File: src/rtl/byte_ram_bridge.sv
// Serves the ALU's word readReq/writeReq as four little-endian byte accesses to a byte-wide sync SRAM.
// Read ack 5 clocks, write ack 4 clocks after the sampling edge; new requests are ignored until back in IDLE.
module byte_ram_bridge #(
  parameter int ADDR_W = 11
) (
  input  logic              clk,
  input  logic              reset,
  input  logic [31:0]       ramAddress,
  input  logic [31:0]       ramOut,
  input  logic              readReq,
  input  logic              writeReq,
  output logic [31:0]       ramValue,
  output logic              readAck,
  output logic              writeAck,
  output logic [ADDR_W-1:0] memAddr,
  output logic [7:0]        memWData,
  output logic              memWe,
  input  logic [7:0]        memRData
);

  typedef enum logic [1:0] {IDLE, RD, WR, ACK} state_t;

  state_t              state_q, state_d;
  logic [2:0]          idx_q, idx_d;
  logic [ADDR_W-1:0]   req_addr_q, req_addr_d;
  logic [31:0]         wdata_q, wdata_d;
  logic [31:0]         ram_value_q, ram_value_d;
  logic                read_ack_q, read_ack_d;
  logic                write_ack_q, write_ack_d;
  logic [ADDR_W-1:0]   mem_addr_q, mem_addr_d;
  logic [7:0]          mem_wdata_q, mem_wdata_d;
  logic                mem_we_q, mem_we_d;
  logic [1:0]          rd_lane, wr_lane;

  // Address bits above the SRAM range alias by design.
  logic unused_addr_hi;
  assign unused_addr_hi = ^ramAddress[31:ADDR_W];

  always_ff @(posedge clk or posedge reset) begin
    if (reset) begin
      state_q     <= IDLE;
      idx_q       <= 3'd0;
      req_addr_q  <= '0;
      wdata_q     <= 32'd0;
      ram_value_q <= 32'd0;
      read_ack_q  <= 1'b0;
      write_ack_q <= 1'b0;
      mem_addr_q  <= '0;
      mem_wdata_q <= 8'd0;
      mem_we_q    <= 1'b0;
    end else begin
      state_q     <= state_d;
      idx_q       <= idx_d;
      req_addr_q  <= req_addr_d;
      wdata_q     <= wdata_d;
      ram_value_q <= ram_value_d;
      read_ack_q  <= read_ack_d;
      write_ack_q <= write_ack_d;
      mem_addr_q  <= mem_addr_d;
      mem_wdata_q <= mem_wdata_d;
      mem_we_q    <= mem_we_d;
    end
  end

  always_comb begin
    state_d     = state_q;
    idx_d       = idx_q;
    req_addr_d  = req_addr_q;
    wdata_d     = wdata_q;
    ram_value_d = ram_value_q;
    read_ack_d  = 1'b0;
    write_ack_d = 1'b0;
    mem_addr_d  = mem_addr_q;
    mem_wdata_d = mem_wdata_q;
    mem_we_d    = 1'b0;
    // SRAM data lags its address by one cycle, so idx=k returns byte k-1.
    rd_lane     = idx_q[1:0] - 2'd1;
    wr_lane     = idx_q[1:0] + 2'd1;

    case (state_q)
      IDLE: begin
        if (writeReq) begin
          state_d     = WR;
          idx_d       = 3'd0;
          req_addr_d  = ramAddress[ADDR_W-1:0];
          wdata_d     = ramOut;
          mem_addr_d  = ramAddress[ADDR_W-1:0];
          mem_wdata_d = ramOut[7:0];
          mem_we_d    = 1'b1;
        end else if (readReq) begin
          state_d    = RD;
          idx_d      = 3'd0;
          req_addr_d = ramAddress[ADDR_W-1:0];
          mem_addr_d = ramAddress[ADDR_W-1:0];
        end
      end
      RD: begin
        if (idx_q != 3'd0) begin
          ram_value_d[{rd_lane, 3'b000} +: 8] = memRData;
        end
        if (idx_q == 3'd4) begin
          read_ack_d = 1'b1;
          state_d    = ACK;
        end else begin
          idx_d      = idx_q + 3'd1;
          mem_addr_d = req_addr_q + ADDR_W'(idx_q + 3'd1);
        end
      end
      WR: begin
        if (idx_q == 3'd3) begin
          write_ack_d = 1'b1;
          state_d     = ACK;
        end else begin
          idx_d       = idx_q + 3'd1;
          mem_we_d    = 1'b1;
          mem_addr_d  = req_addr_q + ADDR_W'(idx_q + 3'd1);
          mem_wdata_d = wdata_q[{wr_lane, 3'b000} +: 8];
        end
      end
      ACK: begin
        state_d = IDLE;
      end
      default: begin
        state_d = IDLE;
      end
    endcase
  end

  assign ramValue = ram_value_q;
  assign readAck  = read_ack_q;
  assign writeAck = write_ack_q;
  assign memAddr  = mem_addr_q;
  assign memWData = mem_wdata_q;
  assign memWe    = mem_we_q;

endmodule

File: config.mk
export PLATFORM = sky130hd
export DESIGN_NAME = byte_ram_bridge
export DESIGN_NICKNAME = d
export VERILOG_FILES = /design/src/rtl/byte_ram_bridge.sv
export SDC_FILE = /design/constraint.sdc
export NUM_CORES = 1
export LEC_CHECK = 0
export CORE_MARGIN = 3
export CORE_UTILIZATION = 52
export DETAILED_ROUTE_END_ITERATION = 8
export PLACE_DENSITY = 0.95
export SKIP_CTS_REPAIR_TIMING = 1
export SYNTH_ARGS = -nofsm -noshare
export SYNTH_HDL_FRONTEND = slang
export SYNTH_SLANG_ARGS = --single-unit
File: constraint.sdc
create_clock -name clk -period 4.63 [get_ports clk]
set_clock_uncertainty 0.1 [all_clocks]
set_input_delay 0.463 -clock clk [delete_from_list [all_inputs] [get_ports clk]]
set_output_delay 0.463 -clock clk [all_outputs]
set_load 0.005 [all_outputs]
=== Word-level counts from Yosys, hierarchy flattened ===
Cells that the tools add are included.

* Register bits after elaboration: 102
* Input bits: 76
* Output and inout bits: 54
* Logic and storage cells: 67

* Add/sub/neg operators: 6
* Equal/unequal tests: 11
* Shift operators: 3
* Mux-type cells: 26
* Reduce and logical (&&, ||, !) cells: 11

{| class="wikitable"
|+ Operators with widths
! kind !! count
|-
| 2-to-1 mux 11 bit || 4
|-
| case mux 11 bit (3 select lines) || 1
|-
| bitwise mux 32 bit || 1
|-
| variable shift 8 x 7 -> 32 bit, first input constant || 1
|-
| variable part select 32 x 6 -> 8 bit || 1
|-
| variable part select 8 x 7 -> 32 bit || 1
|-
| 2-to-1 mux 8 bit || 2
|-
| case mux 8 bit (2 select lines) || 1
|-
| 2-to-1 mux 3 bit || 4
|-
| adder 11 x 4 -> 11 bit || 1
|-
| inequality test 2 bit, second input constant || 5
|-
| case mux 3 bit (3 select lines) || 1
|-
| 2-to-1 mux 2 bit || 4
|-
| case mux 2 bit (4 select lines) || 1
|-
| negator 5 -> 7 bit || 1
|-
| 2-to-1 mux 1 bit || 6
|-
| AND reduction 2 bit || 3
|-
| AND reduction 3 bit || 2
|-
| nonzero test 3 bit || 2
|-
| adder 3 x 1 -> 4 bit, second input constant || 1
|-
| == test 2 bit, second input constant || 2
|-
| AND reduction 4 bit || 1
|-
| nonzero test 2 bit || 2
|-
| adder 3 x 1 -> 3 bit, second input constant || 1
|-
| 8 further kinds || 8
|}

=== Logic depth before layout (Yosys ltp) ===
Gate-level depths: netlist of the first run.

* Depth in word-level cells: 4
* Mapped depth: 8
* Depth with buffers taken out: 8

=== Worst setup path after synthesis of the first run ===
No wires, ideal clock.

* Path kind: register -> register
* From: register idx_q[0]
* To: register mem_addr_q[10] (netlist: memAddr[10])
* Library setup time: 0.128 ns
* Arrival time: 1.926 ns
* Data required time: 4.402 ns
* Path slack: 2.476 ns
* Cell stages (with the launch flop): 9
* Path buffers: 0
* Clock period less this slack: 2.154 ns
* Cell sequence: dfrtp_1 inv_1 ha_1 fa_1 nor2b_1 o2111ai_1 nor2_1 xnor2_1 o211ai_2

* Cells in the longest elaborated chain, start to end: 4
* Elaborated cells on any way between the ends: 10
* Classes of those cells: 2 x add/sub; 4 x eq/ne; 3 x mux; 1 x reduce/logical

{| class="wikitable"
|+ Ends and longest elaborated chain
! item !! RTL line !! source
|-
| from (decl) || 24 || <nowiki>logic [2:0] idx_q, idx_d;</nowiki>
|-
| from (signal assigned) || 53 || <nowiki>idx_q <= idx_d;</nowiki>
|-
| adder 3 x 1 -> 4 bit || 106, 116 ||
|-
| adder 11 x 4 -> 11 bit || 106, 116 ||
|-
| 2-to-1 mux 11 bit (on tied branches) || 110, 101 ||
|-
| case mux 11 bit (3 select lines) || 80 || <nowiki>case (state_q)</nowiki>
|-
| to (signal assigned) || 59 || <nowiki>mem_addr_q <= mem_addr_d;</nowiki>
|-
| to (decl) || 30 || <nowiki>logic [ADDR_W-1:0] mem_addr_q, mem_addr_d;</nowiki>
|}

Parallel ways exist; a longest one is shown, timed or not. The select of a mux whose other input is x is not followed.
A chain may end at the register's enable or synchronous reset.

=== Worst setup path after layout of the first run ===
* From: register idx_q[0]
* To: register mem_wdata_q[5] (netlist: memWData[5])

* Cells in the longest elaborated chain, start to end: 4
* Elaborated cells on any way between the ends: 7
* Classes of those cells: 1 x add/sub; 2 x eq/ne; 1 x shift; 2 x mux; 1 x reduce/logical

{| class="wikitable"
|+ Ends and longest elaborated chain
! item !! RTL line !! source
|-
| adder 2 x 1 -> 2 bit || 78 || <nowiki>wr_lane = idx_q[1:0] + 2'd1;</nowiki>
|-
| variable part select 32 x 6 -> 8 bit || 117 || <nowiki>mem_wdata_d = wdata_q[{wr_lane, 3'b000} +: 8];</nowiki>
|-
| 2-to-1 mux 8 bit || 110 || <nowiki>if (idx_q == 3'd3) begin</nowiki>
|-
| case mux 8 bit (2 select lines) || 80 ||
|-
| to (signal assigned) || 60 || <nowiki>mem_wdata_q <= mem_wdata_d;</nowiki>
|-
| to (decl) || 31 || <nowiki>logic [7:0] mem_wdata_q, mem_wdata_d;</nowiki>
|}

Parallel ways exist; a longest one is shown, timed or not. The select of a mux whose other input is x is not followed.

==> results by group, run 1 <==
Place
  – RePlAce Congestion: 0.8343
  – HPWL after DPL: 7812 µm
  – Port Buffers: 108
  – Place WS: 1.412 ns

Logic synthesis
  – Synth area leaders: dfrtp_1, mux2_2, nand2_1
  – Mapped Avg Cell Area: 11.88 µm²
  – Number of synthesized register bits: 102
  – Syn Inst Count: 394
  – Ys async rst share: 1.000
  – Netlist cell types: 44
  – Synth Flop Type: dfrtp_1
  – EDFF count, synth: 0
  – Syn nets: 484
  – Mapped Area: 4681 µm²
  – Yosys top cell by area: dfrtp_1
  – Post-synthesis sequential area ratio: 0.5453
  – Synth warn: 0
  – Top cell type's share of synthesized area: 0.5453

Routing
  – Final wirelength: 10650 µm
  – Via-to-Cell Ratio: 5.648
  – Routed len/inst: 17.51 µm
  – First-pass DRT Iterations: 4
  – Drt drc: 0
  – Vias: 3434
  – Antenna-violating nets left: 0
  – Initial DRC Count: 137

Clock tree
  – Clock tree buffer depth: 2
  – Root Buffer: clkbuf_8
  – H-tree Lvls: 3
  – TritonCTS Buffers: 9
  – Worst-Skew Late Latency: 0.35 ns
  – CTS Sinks: 102
  – CTS tree: built
  – CTS clk-pin slew, worst paths: 0.09 ns

Finish
  – Layout net count: 588
  – Ant diodes: 0
  – Share of layout cells above drive strength 1: 0.1551
  – Fillcell total: 571
  – Register area: 2552 µm²
  – Most frequent cells in the layout: clkdlybuf4s50_1, dfrtp_1, nand2_1, mux2_2, o21ai_0
  – Most common cell after layout, fill and taps aside: clkdlybuf4s50_1
  – Area grow syn2layout: 28.71%
  – Multi-input gate area: 1989 µm²

Floorplan
  – Io pins: 130
  – Die area: 10180 µm²
  – Die H: 100.9 µm
  – Initial Util: 0.5530
  – Site Rows: 33
  – Core Area: 8464 µm²
  – DIE WIDTH: 100.9 µm

GRT
  – First-pass GRT wire length: 17390 µm
  – Vias in the first global route: 3519
  – Antenna violations before repair: 0
  – Global route total overflow: 0
  – Pin count of the biggest net entering global routing: 73
  – Total GRT Usage: 0.2183

Timing
  – Final Hold Viols: 0
  – Fmax: 0.3087 GHz
  – Setup_tns: 0 ns
  – Setup ws final: 1.391 ns
  – Final setup vio count: 0
  – Max-slew violation count: 0
  – Relative slew slack: 0.4232
  – Unrepaired setup endpoints after global routing: false
  – Fin crit period: 3.239 ns
  – Final worst path period share: 0.6997
  – Tightest Pin Transition: 0.8621 ns

Worst setup path
  – CP max FO: 17
  – CP endpoint kind: flop
  – Critical path class: reg -> reg
  – Crit start category: flop
  – Data arrival, critical path: 3.36 ns
  – Worst endpoint required time: 4.75 ns

Power and ir drop
  – Pwr per Cell Area: 683.7 nW/µm²
  – Leakage power: 0.002561 µW
  – VDD IR-drop max: 0.0003550 V
  – Total power: 4119 µW

Status
  – Status: completed

Run
  – MaxCap Viol Count: 0

Min path
  – Worst Hold Class: reg -> reg
synth_stat cells (all sizes together) (3+ instances only):
cell,count
mux2i,14
a22o,8
nor3,3
xnor2,5
buf,15
a21oi,13
o21ai,44
nand2,75
nor2,10
mux4,8
inv,12
mux2,43
xor2,3
dfrtp,102
ha,13
final timing paths:
| kind | start | endpoint | slack (ns) | cells after the start |
|---|---|---|---|---|
| worst max-delay path | idx_q[0] | memWData[5] | 1.39 | 5 |
| worst min-delay path | ramValue[9] | ramValue[9] | 0.39 | 2 |
| worst max register to register | idx_q[0] | memWData[5] | 1.39 | 5 |
| worst min register to register | ramValue[9] | ramValue[9] | 0.39 | 2 |
| max in group asynchronous | reset | req_addr_q[10] | 2.94 | 3 |
| min in group asynchronous | reset | memWData[4] | 0.51 | 2 |
sequential cells by signal, indices dropped and copies added (netlist names):
register / cells
ramValue: 32
memAddr: 11
state_q: 2
readAck: 1
writeAck: 1
req_addr_q: 11
idx_q: 3
wdata_q: 32
memWData: 8
memWe: 1
critical path: stages (launching register included):
cell,delay (ns)
dfrtp_1,0.88
inv_1,0.30
ha_1,0.91
mux4_1,0.64
mux2i_1,0.17
a21oi_1,0.10
routing by layer:
layer / global-route usage / vias to the layer above / part of all wire
li1: - / 1580 / -
met1: 0.2865 / 1719 / 0.41
met2: 0.3772 / 124 / 0.52
met3: 0.03114 / 11 / 0.059
met4: 0.06425 / 0 / 0.013
met5: 0 / - / 0
report_power, final:
group          switching (µW)  total, µW  internal [µW]
clock network             311        579            268
registers                 289       1610           1320
logic                     855       1930           1080
cells by family (layout without fill, tap and decap cells):
| group | count (synthesis) | count (layout) | synth area share |
|---|---|---|---|
| flops | 102 | 102 | 0.5453 |
| simple gates | 102 | 102 | 0.1024 |
| compound gates | 74 | 74 | 0.09436 |
| mux | 65 | 65 | 0.1743 |
| buf+inv | 29 | 138 | 0.02967 |
| fa+ha+maj | 14 | 14 | 0.03903 |
| xor+xnor | 8 | 8 | 0.01497 |
cell type report:
type,count,area share
Sequential cell,102,0.4237
Multi-Input combinational cell,263,0.3302
Timing Repair Buffer,110,0.1819
Clock buffer,10,0.02285
Tap cell,105,0.02181
Clock inverter,6,0.01163
Inverter,12,0.007892
through the flow:
step / hold WS, ns / instances / area, µm² / utilization
2_1_floorplan: 0.3704 / 394 / 4681 / -
3_3_place_gp: 0.3637 / 592 / 5817 / 0.6872
3_5_place_dp: 0.3723 / 592 / 5817 / 0.6872
4_1_cts: 0.3979 / 608 / 6025 / 0.7118
5_1_grt: 0.4239 / 608 / 6025 / 0.7118
6_report: 0.3940 / 608 / 6025 / 0.7118
(Power assumes the default switching activity.)
==> run 2: changes to the inputs <==
--- a/config.mk
+++ b/config.mk
@@ -6,9 +6,9 @@
 export NUM_CORES = 1
 export LEC_CHECK = 0
 export CORE_MARGIN = 3
-export CORE_UTILIZATION = 52
+export CORE_UTILIZATION = 48
 export DETAILED_ROUTE_END_ITERATION = 8
-export PLACE_DENSITY = 0.95
+export PLACE_DENSITY = 0.89
 export SKIP_CTS_REPAIR_TIMING = 1
 export SYNTH_ARGS = -nofsm -noshare
 export SYNTH_HDL_FRONTEND = slang
==> constraint.sdc (replaced) <==
create_clock -name clk -period 3 [get_ports clk]
set_clock_uncertainty 0.1 [all_clocks]
set_input_delay 0.3 -clock clk [delete_from_list [all_inputs] [get_ports clk]]
set_output_delay 0.3 -clock clk [all_outputs]
set_load 0.005 [all_outputs]
==> run 2 against run 1 <==
  * Largest power group unchanged
  * Maximum frequency increased by 38%
  * Critical path depth increased by 3
  * Largest cell class unchanged
  * Sequential share of layout area decreased by 0.67 points
  * Total power increased by 55%
  * Count of clock-buffer cells in the layout increased by 2
  * Cell count increased by 4.8%
  * Non-clock buffer count increased by 5
  * Global-route usage decreased by 2.8 points
==> results by group, run 2 (same netlist as run 1, synthesis figures left out) <==
Clock tree
  – H-tree Lvls: 3 (unchanged)
  – Root Buffer: clkbuf_8
  – CTS clk-pin slew, worst paths: 0.10 ns (about the same)
  – TritonCTS Buffers: 9 (unchanged)
  – CTS Sinks: 102 (unchanged)
  – CTS tree: built
  – Worst-Skew Late Latency: 0.35 ns (about the same)
  – Clock tree buffer depth: 2 (unchanged)

Finish
  – Area grow syn2layout: 30.77%
  – Ant diodes: 0 (unchanged)
  – Share of layout cells above drive strength 1: 0.1614 (+0.006348)
  – Core Util, Final: 0.6531 (-0.05861)
  – Most frequent cells in the layout: clkdlybuf4s50_1, dfrtp_1, nand2_1, mux2_2, o21ai_0
  – Post-Layout Inst Area: 6121 µm² (+1.6%)
  – Layout net count: 593 (+0.85%)
  – Most common cell after layout, fill and taps aside: clkdlybuf4s50_1

GRT
  – Antenna violations before repair: 0 (unchanged)
  – Total GRT Usage: 0.1898 (-0.02843)
  – Vias in the first global route: 3473 (-1.3%)
  – Pin count of the biggest net entering global routing: 76 (+4.1%)
  – Global route total overflow: 0 (unchanged)
  – First-pass GRT wire length: 16820 µm (-3.3%)

Power and ir drop
  – P_int: 4185 µW (+57%)
  – Leakage power: 0.002597 µW (+1.4%)
  – Pwr per Cell Area: 1040 nW/µm² (+52%)
  – Sw Ratio: 0.3426 (-0.01060)
  – Comb pwr share: 0.480 (+0.011)
  – Sw power: 2181 µW (+50%)
  – Sequential Power Share: 0.380 (-0.011)
  – Clk pwr share: 0.140 (about the same)
  – VDD IR-drop max: 0.0005381 V (+52%)

Worst setup path
  – Critical path class: reg -> reg
  – CP endpoint kind: flop
  – CP max FO: 26 (+9)
  – Crit start category: flop
  – Data arrival, critical path: 2.55 ns (-0.81 ns)
  – Worst endpoint required time: 3.20 ns (-1.55 ns)

Run
  – MaxCap Viol Count: 0 (unchanged)

Routing
  – Initial DRC Count: 100 (-27%)
  – Routed len/inst: 15.72 µm (-10%)
  – Via-to-Cell Ratio: 5.201 (-7.9%)
  – Vias: 3313 (-3.5%)
  – First-pass DRT Iterations: 4 (unchanged)
  – Drt drc: 0 (unchanged)
  – Antenna-violating nets left: 0 (unchanged)
  – Final wirelength: 10020 µm (-5.9%)

Place
  – HPWL after DPL: 7426 µm (-4.9%)
  – Port Buffers: 108 (unchanged)
  – Placed cell area: 5911 µm² (+1.6%)
  – RePlAce Congestion: 0.8193 (-1.8%)

Floorplan
  – Initial Util: 0.4995 (-0.05353)
  – Die H: 104.8 µm (+3.8%)
  – Die area: 10970 µm² (+7.8%)
  – DIE WIDTH: 104.8 µm (+3.8%)
  – Io pins: 130 (unchanged)
  – Core Area: 9371 µm² (+11%)
  – Site Rows: 35 (+6.1%)

Timing
  – Tightest Pin Transition: 0.6302 ns (-0.2320 ns)
  – Relative slew slack: 0.5790 (+0.1558)
  – Max-slew violation count: 0 (unchanged)
  – Unrepaired setup endpoints after global routing: false
  – Fin crit period: 2.354 ns (-0.8854 ns)
  – Fmax: 0.4248 GHz (+38%)
  – Setup_tns: 0 ns (unchanged)
  – Final worst path period share: 0.7847 (+0.08502)
  – Final setup vio count: 0 (unchanged)
  – Final Hold Viols: 0 (unchanged)

Status
  – Status: completed

Min path
  – Worst Hold Class: in -> async
==> run 2: cell type report <==
cell class,instances,area [µm²]
Sequential cell,102,2552
Inverter,12,48.80
Fill cell,725,3251
Clock inverter,4,55.05
Tap cell,129,161.4
Clock buffer,12,155.1
Multi-Input combinational cell,263,1989
Timing Repair Buffer,115,1159
==> run 2: per-layer routing <==
metal,track usage,share of wire,up-vias,wire [µm]
li1,-,-,1586,-
met1,0.2292,0.43,1630,4262
met2,0.3410,0.51,84,5149
met3,0.03891,0.046,13,457
met4,0.05717,0.015,0,146
met5,0,0,-,0
==> run 2: through the flow <==
| stage | worst slack [ns] | power, µW | hold slack (ns) | instances |
|---|---|---|---|---|
| 2_1_floorplan | 0.8465 | 4321 | 0.3273 | 394 |
| 3_3_place_gp | 0.6714 | 5376 | 0.3633 | 621 |
| 3_5_place_dp | 0.6935 | 5532 | 0.3720 | 621 |
| 4_1_cts | 0.6565 | 6432 | 0.2671 | 637 |
| 5_1_grt | 0.4594 | 6845 | 0.3020 | 637 |
| 6_report | 0.6460 | 6366 | 0.2624 | 637 |
==> run 2: worst paths after layout <==
path	from	end	slack (ns)	cells after the start
max	idx_q[0]	memAddr[7]	0.65	8
min	reset	wdata_q[10]	0.26	2
max reg2reg	idx_q[0]	memAddr[7]	0.65	8
min reg2reg	ramValue[0]	ramValue[0]	0.39	2
max in group asynchronous	reset	ramValue[9]	1.75	3
min in group clk	ramValue[0]	ramValue[0]	0.39	2
==> run 2: power by group through the flow <==
stage	sequential, µW	clock [µW]	combinational, µW
6_report	2420	893	3060
3_3_place_gp	2410	0	2970
3_5_place_dp	2450	0	3080
5_1_grt	2510	964	3370
4_1_cts	2420	916	3100
2_1_floorplan	2400	0	1920
==> run 2: worst max-delay path, stage by stage (launching register included) <==
cell      delay [ns]
dfrtp_1         0.38
buf_4           0.22
ha_1            0.24
ha_1            0.21
and2_4          0.19
nor3_2          0.24
nand2_2         0.32
a211oi_1        0.28
a21o_1          0.11
==> run 3: changes to the inputs <==
--- a/config.mk
+++ b/config.mk
@@ -6,9 +6,9 @@
 export NUM_CORES = 1
 export LEC_CHECK = 0
 export CORE_MARGIN = 3
-export CORE_UTILIZATION = 48
+export CORE_UTILIZATION = 43
 export DETAILED_ROUTE_END_ITERATION = 8
-export PLACE_DENSITY = 0.89
+export PLACE_DENSITY = 0.85
 export SKIP_CTS_REPAIR_TIMING = 1
 export SYNTH_ARGS = -nofsm -noshare
 export SYNTH_HDL_FRONTEND = slang
==> constraint.sdc (replaced) <==
create_clock -name clk -period 2.01 [get_ports clk]
set_clock_uncertainty 0.1 [all_clocks]
set_input_delay 0.201 -clock clk [delete_from_list [all_inputs] [get_ports clk]]
set_output_delay 0.201 -clock clk [all_outputs]
set_load 0.005 [all_outputs]
==> run 3 against run 2 <==
  * Setup slack worse by 0.59 ns
  * Via count rose by 3.3%
  * Cell count grew 3.1%
  * Largest cell class unchanged
  * Hold slack got worse by 0.17 ns
  * Critical path depth did not move
  * Non-clock buffer count is 13 higher
  * Count of clock-buffer cells in the layout shrank 2
  * Maximum frequency up 20%
  * Highest routed layer unchanged
  * Utilization is 4.8 points lower
  * Global-route usage decreased by 0.69 points
==> results by group, run 3 (same netlist as run 1, synthesis figures left out) <==
Clock tree
  – TritonCTS Buffers: 9 (unchanged)
  – H-tree Lvls: 3 (unchanged)
  – Worst-Skew Late Latency: 0.36 ns (about the same)
  – CTS clk-pin slew, worst paths: 0.10 ns (about the same)
  – Clock tree buffer depth: 2 (unchanged)
  – Root Buffer: clkbuf_8
  – CTS tree: built
  – CTS Sinks: 102 (unchanged)

Timing
  – Relative slew slack: 0.6745 (+0.09550)
  – Setup_tns: 0 ns (unchanged)
  – Max-slew violation count: 0 (unchanged)
  – Tightest Pin Transition: 0.4846 ns (-0.1456 ns)
  – Unrepaired setup endpoints after global routing: true
  – Fin crit period: 1.955 ns (-0.3990 ns)
  – Fmax: 0.5115 GHz (+20%)
  – Final Hold Viols: 0 (unchanged)
  – Final worst path period share: 0.9727 (+0.1880)
  – Final setup vio count: 0 (unchanged)

Place
  – RePlAce Congestion: 0.7947 (-3.0%)
  – Port Buffers: 108 (unchanged)
  – Placed cell area: 6016 µm² (+1.8%)
  – HPWL after DPL: 7940 µm (+6.9%)

Worst setup path
  – CP max stage delay: 0.40 ns (+0.02 ns)
  – Setup slack, reg-to-reg: 0.05 ns (-0.59 ns)
  – R2R depth: 8 (unchanged)
  – Data arrival, critical path: 2.10 ns (-0.45 ns)
  – Crit. path cell count: 8 (unchanged)
  – CP bufs+invs: 1 (unchanged)
  – R2r startpoint: idx_q[0]
  – Critical path's top delay family: adder cells
  – Reg2reg end: memAddr[10]
  – CP max FO: 4 (-85%)
  – CP max-delay cell: dfrtp_2
  – CP endpoint kind: flop
  – Crit start category: flop
  – Worst endpoint required time: 2.15 ns (-1.05 ns)
  – Crit path capture: memAddr[10]
  – Critical path class: reg -> reg
  – Crit-path cells: inv_2, ha_1, fa_2, nor2b_4, o2111ai_2, nor2_1, xnor2_1, o211ai_2
  – Crit. Startpoint: idx_q[0]

Floorplan
  – Core Area: 10460 µm² (+12%)
  – Io pins: 130 (unchanged)
  – Die H: 110.3 µm (+5.3%)
  – DIE WIDTH: 110.3 µm (+5.3%)
  – Die area: 12170 µm² (+11%)
  – Site Rows: 37 (+5.7%)
  – Initial Util: 0.4474 (-0.05208)

GRT
  – Vias in the first global route: 3481 (+0.23%)
  – Global route total overflow: 0 (unchanged)
  – Pin count of the biggest net entering global routing: 53 (-30%)
  – Antenna violations before repair: 0 (unchanged)
  – Total GRT Usage: 0.1829 (-0.006916)
  – First-pass GRT wire length: 17150 µm (+2.0%)

Power and ir drop
  – VDD IR-drop max: 0.0007342 V (+36%)
  – Leakage power: 0.002682 µW (+3.3%)
  – Pwr per Cell Area: 1571 nW/µm² (+51%)
  – Total power: 9944 µW (+56%)

Routing
  – Routed len/inst: 16.15 µm (+2.7%)
  – Vias: 3423 (+3.3%)
  – Via-to-Cell Ratio: 5.210 (+0.18%)
  – Initial DRC Count: 143 (+43%)
  – Drt drc: 0 (unchanged)
  – Final wirelength: 10610 µm (+5.9%)
  – First-pass DRT Iterations: 4 (unchanged)
  – Antenna-violating nets left: 0 (unchanged)

Finish
  – Layout net count: 606 (+2.2%)
  – Most frequent cells in the layout: clkdlybuf4s50_1, dfrtp_1, nand2_1, mux2_2, o21ai_0
  – Ant diodes: 0 (unchanged)
  – Post-Layout Inst Area: 6330 µm² (+3.4%)
  – Area grow syn2layout: 35.23%
  – Most common cell after layout, fill and taps aside: clkdlybuf4s50_1
  – Fillcell total: 883 (+22%)
  – Share of layout cells above drive strength 1: 0.2073 (+0.04588)

Status
  – Status: completed

Run
  – MaxCap Viol Count: 0 (unchanged)

Min path
  – Worst Hold Class: in -> async
==> run 3: routing by layer <==
metal,vias up,track usage,part of all wire
li1,1618,-,-
met1,1698,0.2240,0.41
met2,97,0.3228,0.52
met3,10,0.03902,0.056
met4,0,0.05805,0.015
met5,-,0,0
==> run 3: final cells by class <==
| cell class | count | area (µm²) | area share |
|---|---|---|---|
| inverters | 12 | 48.80 | 0.007709 |
| flip-flops and latches | 102 | 2554 | 0.4034 |
| multi-input cells | 263 | 2053 | 0.3244 |
| repair buffers | 128 | 1308 | 0.2066 |
| clock inverters | 6 | 68.82 | 0.01087 |
| clock buffers | 10 | 127.6 | 0.02016 |
| well taps | 136 | 170.2 | 0.02688 |
==> run 3: worst min-delay path by stage <==
stage | from | end | slack (ns) | cells past startpoint
floorplan | memRData[1] | ramValue[1] | 0.23 | 2
finish | reset | memWData[4] | 0.09 | 2
CTS | reset | wdata_q[8] | 0.09 | 2
global placement | ramValue[7] | ramValue[7] | 0.36 | 2
global route | reset | wdata_q[12] | 0.1 | 2
detailed placement | memAddr[7] | memAddr[7] | 0.37 | 1
==> run 3: metrics by stage <==
stage,setup WS (ns),hold WS (ns),util,cells
finish,0.05494,0.09252,0.6050,657
detailed placement,-0.02324,0.3653,0.5750,637
global route,-0.02362,0.09873,0.6050,657
floorplan,0.01429,0.2283,-,394
global placement,0.00006306,0.3623,0.5750,637
CTS,-0.03288,0.09167,0.5938,653
==> run 3: report_power, final <==
part | total [µW] | switching (µW) | internal (µW)
Combinational | 5000 | 2140 | 2860
Sequential | 3650 | 606 | 3040
Clock | 1290 | 708 | 586
